### src/rtl/rs_shared_addsub.sv
// rs_shared_addsub
//   NCH requesters time-share one WIDTH-bit add/subtract datapath. A
//   round-robin arbiter grants at most one channel per cycle. The granted
//   operands are registered in stage 1. Stage 2 computes the result and
//   writes it into that channel's result register, together with a
//   one-cycle completion strobe.
//
//   Optional feature macro: RS_SATURATE_EN
//     defined   -> saturating arithmetic. An add that overflows yields all
//                  ones and a subtract that borrows yields zero. res_flag
//                  marks that a clamp occurred.
//     undefined -> modular arithmetic. res_flag is the raw carry (add) or
//                  borrow (sub).
//
// Parameters
//   WIDTH  operand/result width (>= 2)
//   NCH    number of channels (2..16)
// Ports
//   clk        rising-edge clock
//   rst_n      asynchronous active-low reset
//   req_valid  [NCH]        channel has an operation pending
//   req_ready  [NCH]        channel granted this cycle (combinational)
//   op_a       [NCH*WIDTH]  operand A, channel i at [i*WIDTH +: WIDTH]
//   op_b       [NCH*WIDTH]  operand B, same packing
//   op_sub     [NCH]        1 = A-B, 0 = A+B
//   res_valid  [NCH]        one-cycle strobe, channel result updated
//   res_data   [NCH*WIDTH]  registered result per channel
//   res_flag   [NCH]        carry/borrow (or clamp) of the last result
module rs_shared_addsub #(
  parameter int WIDTH = 8,
  parameter int NCH   = 4
) (
  input  logic                 clk,
  input  logic                 rst_n,
  input  logic [NCH-1:0]       req_valid,
  output logic [NCH-1:0]       req_ready,
  input  logic [NCH*WIDTH-1:0] op_a,
  input  logic [NCH*WIDTH-1:0] op_b,
  input  logic [NCH-1:0]       op_sub,
  output logic [NCH-1:0]       res_valid,
  output logic [NCH*WIDTH-1:0] res_data,
  output logic [NCH-1:0]       res_flag
);

  localparam int PW = (NCH > 1) ? $clog2(NCH) : 1;

  // Raw add/sub in WIDTH+1 bits; returns {flag, result}. Subtraction is
  // A + ~B + 1, so a missing carry out of the top bit means a borrow.
  function automatic logic [WIDTH:0] addsub_fn(input logic [WIDTH-1:0] a,
                                               input logic [WIDTH-1:0] b,
                                               input logic             sub);
    logic [WIDTH:0] raw;
    logic           flag;
    raw  = {1'b0, a} + {1'b0, (sub ? ~b : b)} + {{WIDTH{1'b0}}, sub};
    flag = sub ? ~raw[WIDTH] : raw[WIDTH];
    return {flag, raw[WIDTH-1:0]};
  endfunction

  // Clamp on carry/borrow: overflow goes to all ones, underflow goes to zero.
  function automatic logic [WIDTH:0] sat_fn(input logic [WIDTH:0] r,
                                            input logic           sub);
`ifdef RS_SATURATE_EN
    if (r[WIDTH])
      return {1'b1, (sub ? {WIDTH{1'b0}} : {WIDTH{1'b1}})};
    else
      return r;
`else
    if (sub) return r;   // wrap arithmetic: pass through unchanged
    else     return r;
`endif
  endfunction

  logic [PW-1:0]    ptr;
  logic [PW-1:0]    gidx;
  logic             found;

  logic             vld_p1;
  logic [PW-1:0]    id_p1;
  logic [WIDTH-1:0] a_p1;
  logic [WIDTH-1:0] b_p1;
  logic             sub_p1;
  logic [WIDTH:0]   res_p1;

  // Arbitration: the first valid channel at or after ptr, wrapping.
  always_comb begin
    int idx;
    found     = 1'b0;
    gidx      = '0;
    req_ready = '0;
    for (int k = 0; k < NCH; k++) begin
      idx = int'(ptr) + k;
      if (idx >= NCH) idx = idx - NCH;
      if (!found && req_valid[idx]) begin
        found = 1'b1;
        gidx  = idx[PW-1:0];
      end
    end
    if (found) req_ready[gidx] = 1'b1;
  end

  // ---- stage 0 -> stage 1: accept and register operands ----
  always_ff @(posedge clk or negedge rst_n) begin
    if (!rst_n) begin
      ptr    <= '0;
      vld_p1 <= 1'b0;
    end else begin
      vld_p1 <= found;
      if (found)
        ptr <= (gidx == PW'(NCH - 1)) ? '0 : gidx + PW'(1);
    end
  end

  always_ff @(posedge clk) begin
    if (found) begin
      id_p1  <= gidx;
      a_p1   <= op_a[int'(gidx)*WIDTH +: WIDTH];
      b_p1   <= op_b[int'(gidx)*WIDTH +: WIDTH];
      sub_p1 <= op_sub[gidx];
    end
  end

  assign res_p1 = sat_fn(addsub_fn(a_p1, b_p1, sub_p1), sub_p1);

  // ---- stage 1 -> stage 2: per-channel result registers ----
  always_ff @(posedge clk or negedge rst_n) begin
    if (!rst_n) begin
      res_valid <= '0;
      res_data  <= '0;
      res_flag  <= '0;
    end else begin
      res_valid <= '0;
      if (vld_p1) begin
        res_valid[id_p1]                       <= 1'b1;
        res_flag[id_p1]                        <= res_p1[WIDTH];
        res_data[int'(id_p1)*WIDTH +: WIDTH]   <= res_p1[WIDTH-1:0];
      end
    end
  end

endmodule

### config.mk
export PLATFORM = sky130hd
export DESIGN_NAME = rs_shared_addsub
export DESIGN_NICKNAME = d
export VERILOG_FILES = /design/src/rtl/rs_shared_addsub.sv
export SDC_FILE = /design/constraint.sdc
export NUM_CORES = 1
export LEC_CHECK = 0
export ABC_AREA = 1
export ABC_CLOCK_PERIOD_IN_PS = 2680
export CORE_ASPECT_RATIO = 0.75
export CORE_UTILIZATION = 40
export DETAILED_ROUTE_END_ITERATION = 7
export HOLD_SLACK_MARGIN = 0.03
export PLACE_DENSITY = 0.72
export SYNTH_ARGS = -nofsm -noshare
export SYNTH_HDL_FRONTEND = slang
export SYNTH_SLANG_ARGS = --single-unit
### constraint.sdc
create_clock -name clk -period 2.68 [get_ports clk]
set_clock_uncertainty 0.2 [all_clocks]
set_input_delay 0.536 -clock clk [delete_from_list [all_inputs] [get_ports clk]]
set_output_delay 0.536 -clock clk [all_outputs]
set_load 0.02 [all_outputs]
==> summary.md, run 1 <==
| Metric | Value |
|---|---|
| Post-Synthesis Cells | 520 |
| Met1 Use GR | 0.274 |
| Family with the most delay on the worst path | simple AND/OR/NAND/NOR gates |
| Vias in the first global route | around 3.8k |
| Synth Cell Area | 3920 um^2 |
| Largest area contributor in the netlist | dfrtp_1 |
| Remaining Overflow, GRT | 0 |
| DRT Pass-1 Iters | 5 |
| Nets | between 700 and 800 |
| Top-Level Pins | ~120 |
| Max Slew Vio Count | 0 |
| Core area | roughly 9300 um^2 |
| GR Layer Usage met2 | 0.371 |
| RSZ-0062 raised after global routing | true |
| Critical path arrival | ~2.2 ns |
| Die Y | 87.7 um |
| Seq. cell area | between 1500 and 2000 um^2 |
| Status | complete, but fails checks |
| Final Cycle Share | 1.08 |
| Synth Net Count | between 600 and 700 |
| GRT busiest layer | met2 |
| CTS root buffer | clkbuf_16 |
| ANT nets after route | 0 |
| Initial detailed-routing violation count | between 200 and 300 |
| CP peak stage delay | between 0.4 and 0.5 ns |
| Final WL | approximately 11 mm |
| Initial antenna violation count | 0 |
| Synth Area per Inst | ~7.5 um^2 |
| Failing checks | negative setup slack |
| GRT met3 Usage | 0.0644 |
| Cts bufs inserted | 9 |
| Final worst slack | -0.206 ns |
| Reg2reg path depth | 10 |
| Share of cells above drive strength 1 | 0.155 |
| Setup violators final | 4 |
| Share of the synthesized area in the top cell type | 0.275 |
| Htree depth | 3 |
| # fillers | 813 |
| DP HPWL | 8.05 mm |
| Crit path time final | roughly 2.9 ns |
| Input/output buffers | around 120 |
| Max Fanout on Critical Path | 8 |
| CP Launch Type | flip-flop |
| Worst-skew pair later-pin latency | ~0.32 ns |
| Slowest stage cell, crit path | dfrtp_2 |
| Die area | between 10000 and 15000 um^2 |
| Min Hold Slack | roughly 0.076 ns |
| First-pass GRT wire length | approximately 18 mm |
| Asr flop ratio synth | 0.694 |
| Vias | about 3.9k |
| CTS tree | yes |
| Vias per cell | 4.96 |
| Worst setup path startpoint | ptr[0] |
| Number of synthesized flops with an enable pin | 19 |
| Largest net degree at the start of global routing | 44 |
| FP Rows | 30 |
| Final hold viol count | 0 |
| Starting density of the core | 0.423 |
| HP Class | in2async |
| Clock sink total | just over 60 |
| Crit-path most repeated cell | nand2_4 |
| Flop-to-flop setup slack | roughly 0.1 ns |
| WS Path Type | reg2out |
| DRC violations left | 0 |
| Worst reg2reg path startpoint | sub_p1 |
| Die Wd | 116 um |
| Clk pin slew, worst setup/hold paths | around 0.050 ns |
| CP cell instances | clkinv_4 > nand2_4 > nand2_4 > nand2_2 > nand2_2 > nor2_4 > buf_6 > nand3_4 > nand2_4 > nand2_4 > inv_4 > ha_4 > nand2_4 > inv_2 > buf_6 |
| WL/cell | approximately 14 um |
| Multi-input gate area | about 1900 um^2 |
| Max_cap viols | 0 |
| Worst path bufs/invs | 5 |
| Least-Margin Pin Slew | about 0.53 ns |
| Synth Register Bits | between 60 and 70 |
| Reg-to-Reg End | res_data[30] |
| Crit path capture type | primary output |
| Antenna cells | 0 |
| Top_reg_cell synth | dfrtp_1 |
| RePlAce Congestion | 0.881 |
| Post-synthesis sequential area ratio | 0.420 |
| Max clock buf depth | 2 |
| Fmax | about 350 MHz |
| Area grow syn2layout | 49.0% |
| Rel. slew slack | 0.645 |
| Total track usage | 0.223 |
| CTS hold repair buffers | 0 |
| Critical Path RT | a little under 2 ns |
| Largest cells by area after synthesis | dfrtp_1 27%, edfxtp_1 15%, nand2_1 14% |
| Synth cell types | 33 |
| Yosys warns | 0 |
-- metrics by stage --
stage	setup WS [ns]	cell area (um^2)	setup TNS, ns	util	std cells
4_1_cts	-0.143	5770	-0.510	0.623	789
6_report	-0.206	5840	-0.788	0.630	793
5_1_grt	-0.291	5840	-1.15	0.630	793
3_3_place_gp	-0.764	5300	-4.13	0.571	767
2_1_floorplan	-0.00785	3920	-0.0155	-	520
3_5_place_dp	-0.871	5300	-6.59	0.571	767
-- routing by layer --
metal	vias up	wire [um]
met5	-	0
met4	0	245
met3	25	833
met2	192	5050
met1	1798	4680
li1	1917	-
-- cells in the mapped netlist (6+ instances only) --
cell type and count:
ha_1 16, edfxtp_1 19, a22o_1 8, clkbuf_1 6
xor2_1 9, o21ai_0 24, nand2_1 147, inv_1 102
dfrtp_1 43, nand3_1 88, nor2_1 11
-- cell type report --
type / instances / share of cell area
Clock inverter: 3 / 0.0114
Clock buffer: 13 / 0.0446
Inverter: 105 / 0.0692
Timing Repair Buffer: 146 / 0.240
Multi-Input combinational cell: 336 / 0.325
Tap cell: 128 / 0.0274
Sequential cell: 62 / 0.282
-- cell usage in the layout (no fill, tap or decap), drive strengths merged --
cell type      instances
nand3                 91
nor2                  13
a21oi                  4
bufinv                 2
xnor2                  2
xor2                   9
nor4                   1
clkdlybuf4s50        108
dfrtp                 43
nand4                  3
buf                   34
a32o                   2
a22o                   8
nand3b                 1
nand2                155
clkinv                 1
ha                    16
a31oi                  1
clkbuf                13
o21ai                 24
or2                    1
edfxtp                19
nor3                   3
o21bai                 1
fa                     1
dlygate4sd2            4
inv                  105
-- worst reg2reg max path: stages (launching register included) --
cell      delay, ns
edfxtp_1       0.46
buf_4          0.19
xor2_1         0.21
fa_2           0.42
nand3_1        0.08
nand2_1        0.11
a21oi_1        0.19
xor2_1         0.30
nor2_1         0.11
nand2_1        0.09
o21ai_0        0.09
-- timing repair --
action,in CTS,in global routing
endpoints found under the setup margin,4,10
buffers inserted,6,4
gates resized for setup,64,14
pin swaps,19,12
-- cells by family after synthesis --
group                      after synthesis  share of synthesized area
AOI/OAI and AO/OA                       40                     0.0623
DFF                                     62                      0.420
and+or+nand+nor                        268                      0.308
xor gates and xnor gates                11                     0.0246
adders and majority gates               17                     0.0562
buffers and inverters                  122                      0.129
-- state kept, by name, summed over array words and instances, names as in the netlist --
signal / cells
res_valid: 4
vld_p1: 1
res_flag: 4
res_data: 32
a_p1: 8
ptr: 2
id_p1: 2
b_p1: 8
sub_p1: 1
-- worst max-delay path by stage --
stage	cells past startpoint	end	slack, ns
after floorplan	13	req_ready[0]	-0.008
after global placement	14	req_ready[1]	-0.76
after detailed placement	14	req_ready[1]	-0.87
after CTS	15	req_ready[0]	-0.14
after global routing	15	req_ready[2]	-0.29
final	15	req_ready[2]	-0.21
Power of run 1 is not shown: default switching activity piles up to over one toggle a cycle in this logic, so the estimate is an artifact.
==> run 2, diff against run 1 <==
--- a/config.mk
+++ b/config.mk
@@ -12,6 +12,7 @@
 export DETAILED_ROUTE_END_ITERATION = 7
 export HOLD_SLACK_MARGIN = 0.03
 export PLACE_DENSITY = 0.72
+export SLEW_MARGIN = 25
 export SYNTH_ARGS = -nofsm -noshare
 export SYNTH_HDL_FRONTEND = slang
 export SYNTH_SLANG_ARGS = --single-unit
==> results of run 2 <==
No change in the layout: final DEF, timing and power equal those of run 1.
Power of run 2 is left out for the same reason.
==> variant 1 (settings of run 2) <==
Register the output `res_flag` once more; this adds one clock of latency there. The other outputs are not delayed to match.
--- a/src/rtl/rs_shared_addsub.sv
+++ b/src/rtl/rs_shared_addsub.sv
@@ -45,2 +45,4 @@
   localparam int PW = (NCH > 1) ? $clog2(NCH) : 1;
+
+  logic [NCH-1:0] res_flag_s0;
 
@@ -128,3 +130,3 @@
       res_data  <= '0;
-      res_flag  <= '0;
+      res_flag_s0 <= '0;
     end else begin
@@ -133,3 +135,3 @@
         res_valid[id_p1]                       <= 1'b1;
-        res_flag[id_p1]                        <= res_p1[WIDTH];
+        res_flag_s0[id_p1]                        <= res_p1[WIDTH];
         res_data[int'(id_p1)*WIDTH +: WIDTH]   <= res_p1[WIDTH-1:0];
@@ -139,2 +141,6 @@
 
+  always_ff @(posedge clk) begin
+    res_flag <= res_flag_s0;
+  end
+
 endmodule
Behaviour: not the same (Yosys sat finds a counterexample within 4 cycles, from zero or initial values and one cycle with rst_n low).
==> variant 1 against run 2 <==
  * Critical path type unchanged
  * Setup slack got worse by 0.017 ns
  * Synthesized cell count is 2.7% higher
  * Critical path depth decreased by 1
  * Global-route usage decreased by 1.0 points
  * The flow still finishes with violations (negative setup slack)
  * Area after synthesis rose by 2.2%
  * Routed wire length grew 0.44%
  * Design area increased by 3.6%
  * Sequential cell count increased by 4
Power is not shown: default switching activity piles up to over one toggle a cycle in this logic, so the estimate is an artifact.
==> variant 1: results (changes against run 2) <==
Status
  – Status: finished, violations left
  – Violated checks: negative setup slack

Route
  – Wirelength per Cell: 13.20 um (-3.1%)
  – Total number of vias: 4026 (+2.4%)
  – DRT iter0 DRCs: 282 (+8.5%)

Placement
  – Gpl congestion: 0.8741 (-0.74%)
  – HPWL Detailed: 7.895 mm (-2.0%)
  – Placement Cell Area: 5408 um2 (+2.1%)

Cells and area
  – Fin nets: 776 (+3.3%)
  – FILL cells: 798 (-1.8%)
  – Share of cells above drive strength 1: 16.38% (+0.89 points)

Global route
  – First-pass GRT wire length: 17.55 mm (-0.24%)
  – Vias in the first global route: 3822 (+1.8%)
  – Pin count of the biggest net entering global routing: 35 (-20%)
  – All-Layer GR Usage: 21.28% (-1.0 points)
  – Initial antenna violation count: 0 (unchanged)

Logic synthesis
  – Post-Synth Adder-Cell Area: 5.497% (-0.12 points)
  – Compound-Gate Fraction of Synth Area: 4.716% (-1.5 points)
  – Yosys warning count: 0 (unchanged)
  – Post-Synth XOR/XNOR Area: 2.405% (-0.054 points)
  – Net Count, Synth: 625 (+2.3%)
  – Post-synth ARST share: 65.15% (-4.2 points)
  – Synth top cells by count: nand2_1, inv_1, nand3_1, dfrtp_1, edfxtp_1
  – Area contributors post-synth: dfrtp_1, nand2_1, edfxtp_1
  – Yosys cell types: 35 (+6.1%)
  – Seq/Total Area, Yosys: 43.10% (+1.1 points)
  – EDFF count, synth: 19 (unchanged)
  – Synth Flop Type: dfrtp_1

Setup path
  – Critical Path AT: 2.17 ns (+0.02 ns)
  – Crit path capture: req_ready[1]
  – Reg2Reg Launch Point: ptr[0]
  – Worst r2r dst: b_p1[3]
  – Reg-to-reg slack, setup: 0.12 ns (+0.02 ns)
  – Critical path type: flip-flop to output port
  – Reg2reg path depth: 15 (+5)
  – CP max FO: 7 (-1)

STA
  – Tightest Pin Transition: 0.4664 ns (-0.06571 ns)
  – Min setup slack post-route: -0.2231 ns (-0.01682 ns)
  – Final setup vio count: 4 (unchanged)

Clock network
  – Clock latency on the worst-skew pair: 0.33 ns

Worst hold path
  – Hold path startpoint: res_flag_s0[3]
  – Worst Hold Class: flip-flop to flip-flop
  – Hold Path Stages: 0
-- variant 1: logic make-up after synthesis --
group           after synthesis
compound gates               31
buf+inv                     124
fa+ha+maj                    17
flops                        66
xor+xnor                     11
simple gates                285
-- variant 1: routing by layer --
layer / wire (um) / GRT usage, % / vias up
li1: - / - / 1980
met1: 4904 / 27.21 / 1821
met2: 4980 / 35.18 / 196
met3: 692 / 4.768 / 29
met4: 273 / 9.441 / 0
met5: 0 / 0 / -
-- variant 1: layout make-up --
cell class | count | area (um2) | share of cell area [%]
inverters | 107 | 411.6 | 6.802
flip-flops and latches | 66 | 1729 | 28.57
well taps | 132 | 165.2 | 2.729
multi-input cells | 344 | 1947 | 32.17
clock inverters | 4 | 47.55 | 0.7856
repair buffers | 157 | 1484 | 24.52
clock buffers | 12 | 267.8 | 4.424
-- variant 1: timing repair --
item	in CTS	in global routing
endpoints found under the hold margin	19	0
buffers inserted	9	7
pin swaps	14	12
setup endpoints to repair	4	24
hold buffers	1	0
cloned	0	0
gates resized for setup	55	27
-- variant 1: metrics by stage --
stage          hold slack [ns]  cells  setup WS [ns]  setup TNS (ns)
2_1_floorplan          0.04041    534       -0.01823        -0.03626
5_1_grt                 0.1838    822        -0.2865          -1.126
3_3_place_gp            0.1579    789        -0.6861          -4.256
3_5_place_dp            0.1583    789        -0.7499          -5.981
4_1_cts                 0.1713    815        -0.1735         -0.6464
6_report                0.1750    822        -0.2231         -0.8535
-- variant 1: critical path, cell delays in order (launching register included) --
cell and delay (ns):
dfrtp_2 0.45, buf_8 0.16, nand2_4 0.05, nand2_2 0.05, nand2_2 0.09, nand2_4 0.07
nor2_4 0.15, buf_6 0.13, nand3_4 0.09, nand2_4 0.10, nand2_8 0.09, ha_4 0.16
nand2_1 0.07, inv_2 0.03, buf_4 0.14
==> variant 2 (flow settings as in run 2) <==
Made on the original files. Change the parameter `WIDTH` from 8 to 12.
--- a/src/rtl/rs_shared_addsub.sv
+++ b/src/rtl/rs_shared_addsub.sv
@@ -29,3 +29,3 @@
 module rs_shared_addsub #(
-  parameter int WIDTH = 8,
+  parameter int WIDTH = 12,
   parameter int NCH   = 4
Ports: changed (resized op_a, op_b and res_data); port bits go from 118 to 166. No check against the original RTL was run, so the function may have changed too.
==> variant 2 against run 2 <==
  * The run still ends with negative setup slack left
  * Sequential cell count up 24
  * Area after synthesis is 54% higher
  * Design area rose by 68%
  * Via count grew 72%
  * Setup slack worse by 0.089 ns
  * Critical path depth shrank 2
  * Routed wire length is 87% higher
  * Global-route usage up 2.9 points
Power is not shown: default switching activity piles up to over one toggle a cycle in this logic, so the estimate is an artifact.
==> variant 2: results (changes against run 2) <==
Setup path
  – Critical Path AT: 2.24 ns (+0.09 ns)
  – CP peak stage delay: 0.43 ns
  – Worst r2r dst: res_data[14]
  – Reg2reg path depth: 16 (+6)

Cells and area
  – Share of cells above drive strength 1: 26.37% (+11 points)
  – Fin nets: 1253 (+67%)
  – Top flop regs: res_data: 48 flops, a_p1: 12 flops, b_p1: 12 flops

Logic synthesis
  – EDFF count, synth: 27 (+8)
  – Yosys cell types: 31 (-6.1%)
  – Share of the synthesized area in the top cell type: 24.42% (-3.0 points)
  – Seq/Total Area, Yosys: 37.82% (-4.2 points)
  – Synth top cells by count: nand2_1, inv_1, nand3_1, nand4_1, dfrtp_1

Placement
  – Gpl congestion: 0.9227 (+4.8%)
  – HPWL Detailed: 14.02 mm (+74%)
  – # port buffers: 165 (+41%)
  – Worst slack, placed: -0.9057 ns (-0.03454 ns)

Route
  – Via density: 5.095 (+2.7%)
  – DRT iter0 DRCs: 474 (+82%)
  – Total iterations of the first detailed-routing run: 6 (+1)
  – Wirelength per Cell: 15.20 um (+12%)

Global route
  – All-Layer GR Usage: 25.18% (+2.9 points)
  – Pin count of the biggest net entering global routing: 51 (+16%)
  – First-pass GRT wire length: 30.53 mm (+74%)
  – Vias in the first global route: 6184 (+65%)

Worst hold path
  – Worst Hold Class: flip-flop to flip-flop

STA
  – Min Tclk post-route: 2.975 ns (+0.08917 ns)
  – Total negative slack: -1.714 ns (-0.9257 ns)
  – Final setup vio count: 24 (+20)
  – Hold WS: 0.2732 ns (+0.1974 ns)
  – Tightest Pin Transition: 0.6803 ns (+0.1481 ns)
  – Min setup slack post-route: -0.2954 ns (-0.08917 ns)

Status
  – Status: finished, violations left
  – Violated checks: negative setup slack

Clock network
  – Clock latency on the worst-skew pair: 0.35 ns (+0.03 ns)
variant 2: changes by cell type in the layout (fill, tap and decap cells not counted), moves of 19 or more:
cell / run 2 / this run
nand2_1: 131 / 236
nand4_1: 3 / 72
buf_4: 26 / 74
clkdlybuf4s50_1: 108 / 156
inv_1: 92 / 137
nand2_2: 18 / 53
buf_6: 6 / 25
nand2_4: 6 / 25
variant 2: repair_timing:
item                       in CTS  in global routing
cloned                          0                  0
setup buffers                  15                 21
hold buffers                    1                  0
setup endpoints to repair      43                 74
gates resized for setup       112                167
pin swaps                      29                 85
hold endpoints to repair       21                  0
variant 2: critical path, delay by kind of cell (launching register included):
family | cells | cell delay, ns
buf+inv | 5 | 0.53
simple gates | 5 | 0.44
flops | 1 | 0.43
fa+ha+maj | 1 | 0.17
xor+xnor | 1 | 0.16
compound gates | 1 | 0.15
variant 2: cells by family (layout without fill, tap and decap cells):
family | Yosys count | in the layout | share of synthesized area [%]
xor+xnor | 17 | 17 | 2.586
simple gates | 519 | 519 | 37.74
flops | 86 | 86 | 37.82
compound gates | 44 | 44 | 4.014
fa+ha+maj | 22 | 22 | 4.676
buf+inv | 203 | 442 | 13.16
variant 2: routing by layer:
layer / vias up / global-route usage (%) / part of all wire (%)
li1: 3315 / - / -
met1: 3165 / 36.90 / 46
met2: 264 / 37.99 / 46
met4: 0 / 4.711 / 1.5
met5: - / 0 / 0
met3: 32 / 5.447 / 6.6
variant 2: how the worst max path moves through the flow:
stage,depth (start not counted),start,to,slack (ns)
final,13,ptr[0],req_ready[0],-0.30
after global routing,13,ptr[0],req_ready[0],-0.41
after CTS,13,ptr[0],req_ready[2],-0.24
after detailed placement,15,req_valid[0],req_ready[3],-0.91
after global placement,15,req_valid[0],req_ready[3],-0.86
after floorplan,13,req_valid[2],req_ready[0],-0.02
variant 2: final cells by class:
| class | count | area, um2 | share of cell area [%] |
|---|---|---|---|
| tap | 200 | 250.2 | 2.545 |
| inverter | 163 | 621.8 | 6.325 |
| clock inverter | 5 | 65.06 | 0.6617 |
| timing repair buffer | 263 | 2489 | 25.31 |
| clock buffer | 11 | 252.7 | 2.571 |
| multi-input combinational | 602 | 3865 | 39.31 |
| sequential | 86 | 2288 | 23.28 |
variant 2: metrics by stage:
step / util, % / cells
2_1_floorplan: - / 891
3_5_place_dp: 56.77 / 1282
5_1_grt: 67.36 / 1330
3_3_place_gp: 56.77 / 1282
4_1_cts: 61.84 / 1314
6_report: 67.36 / 1330
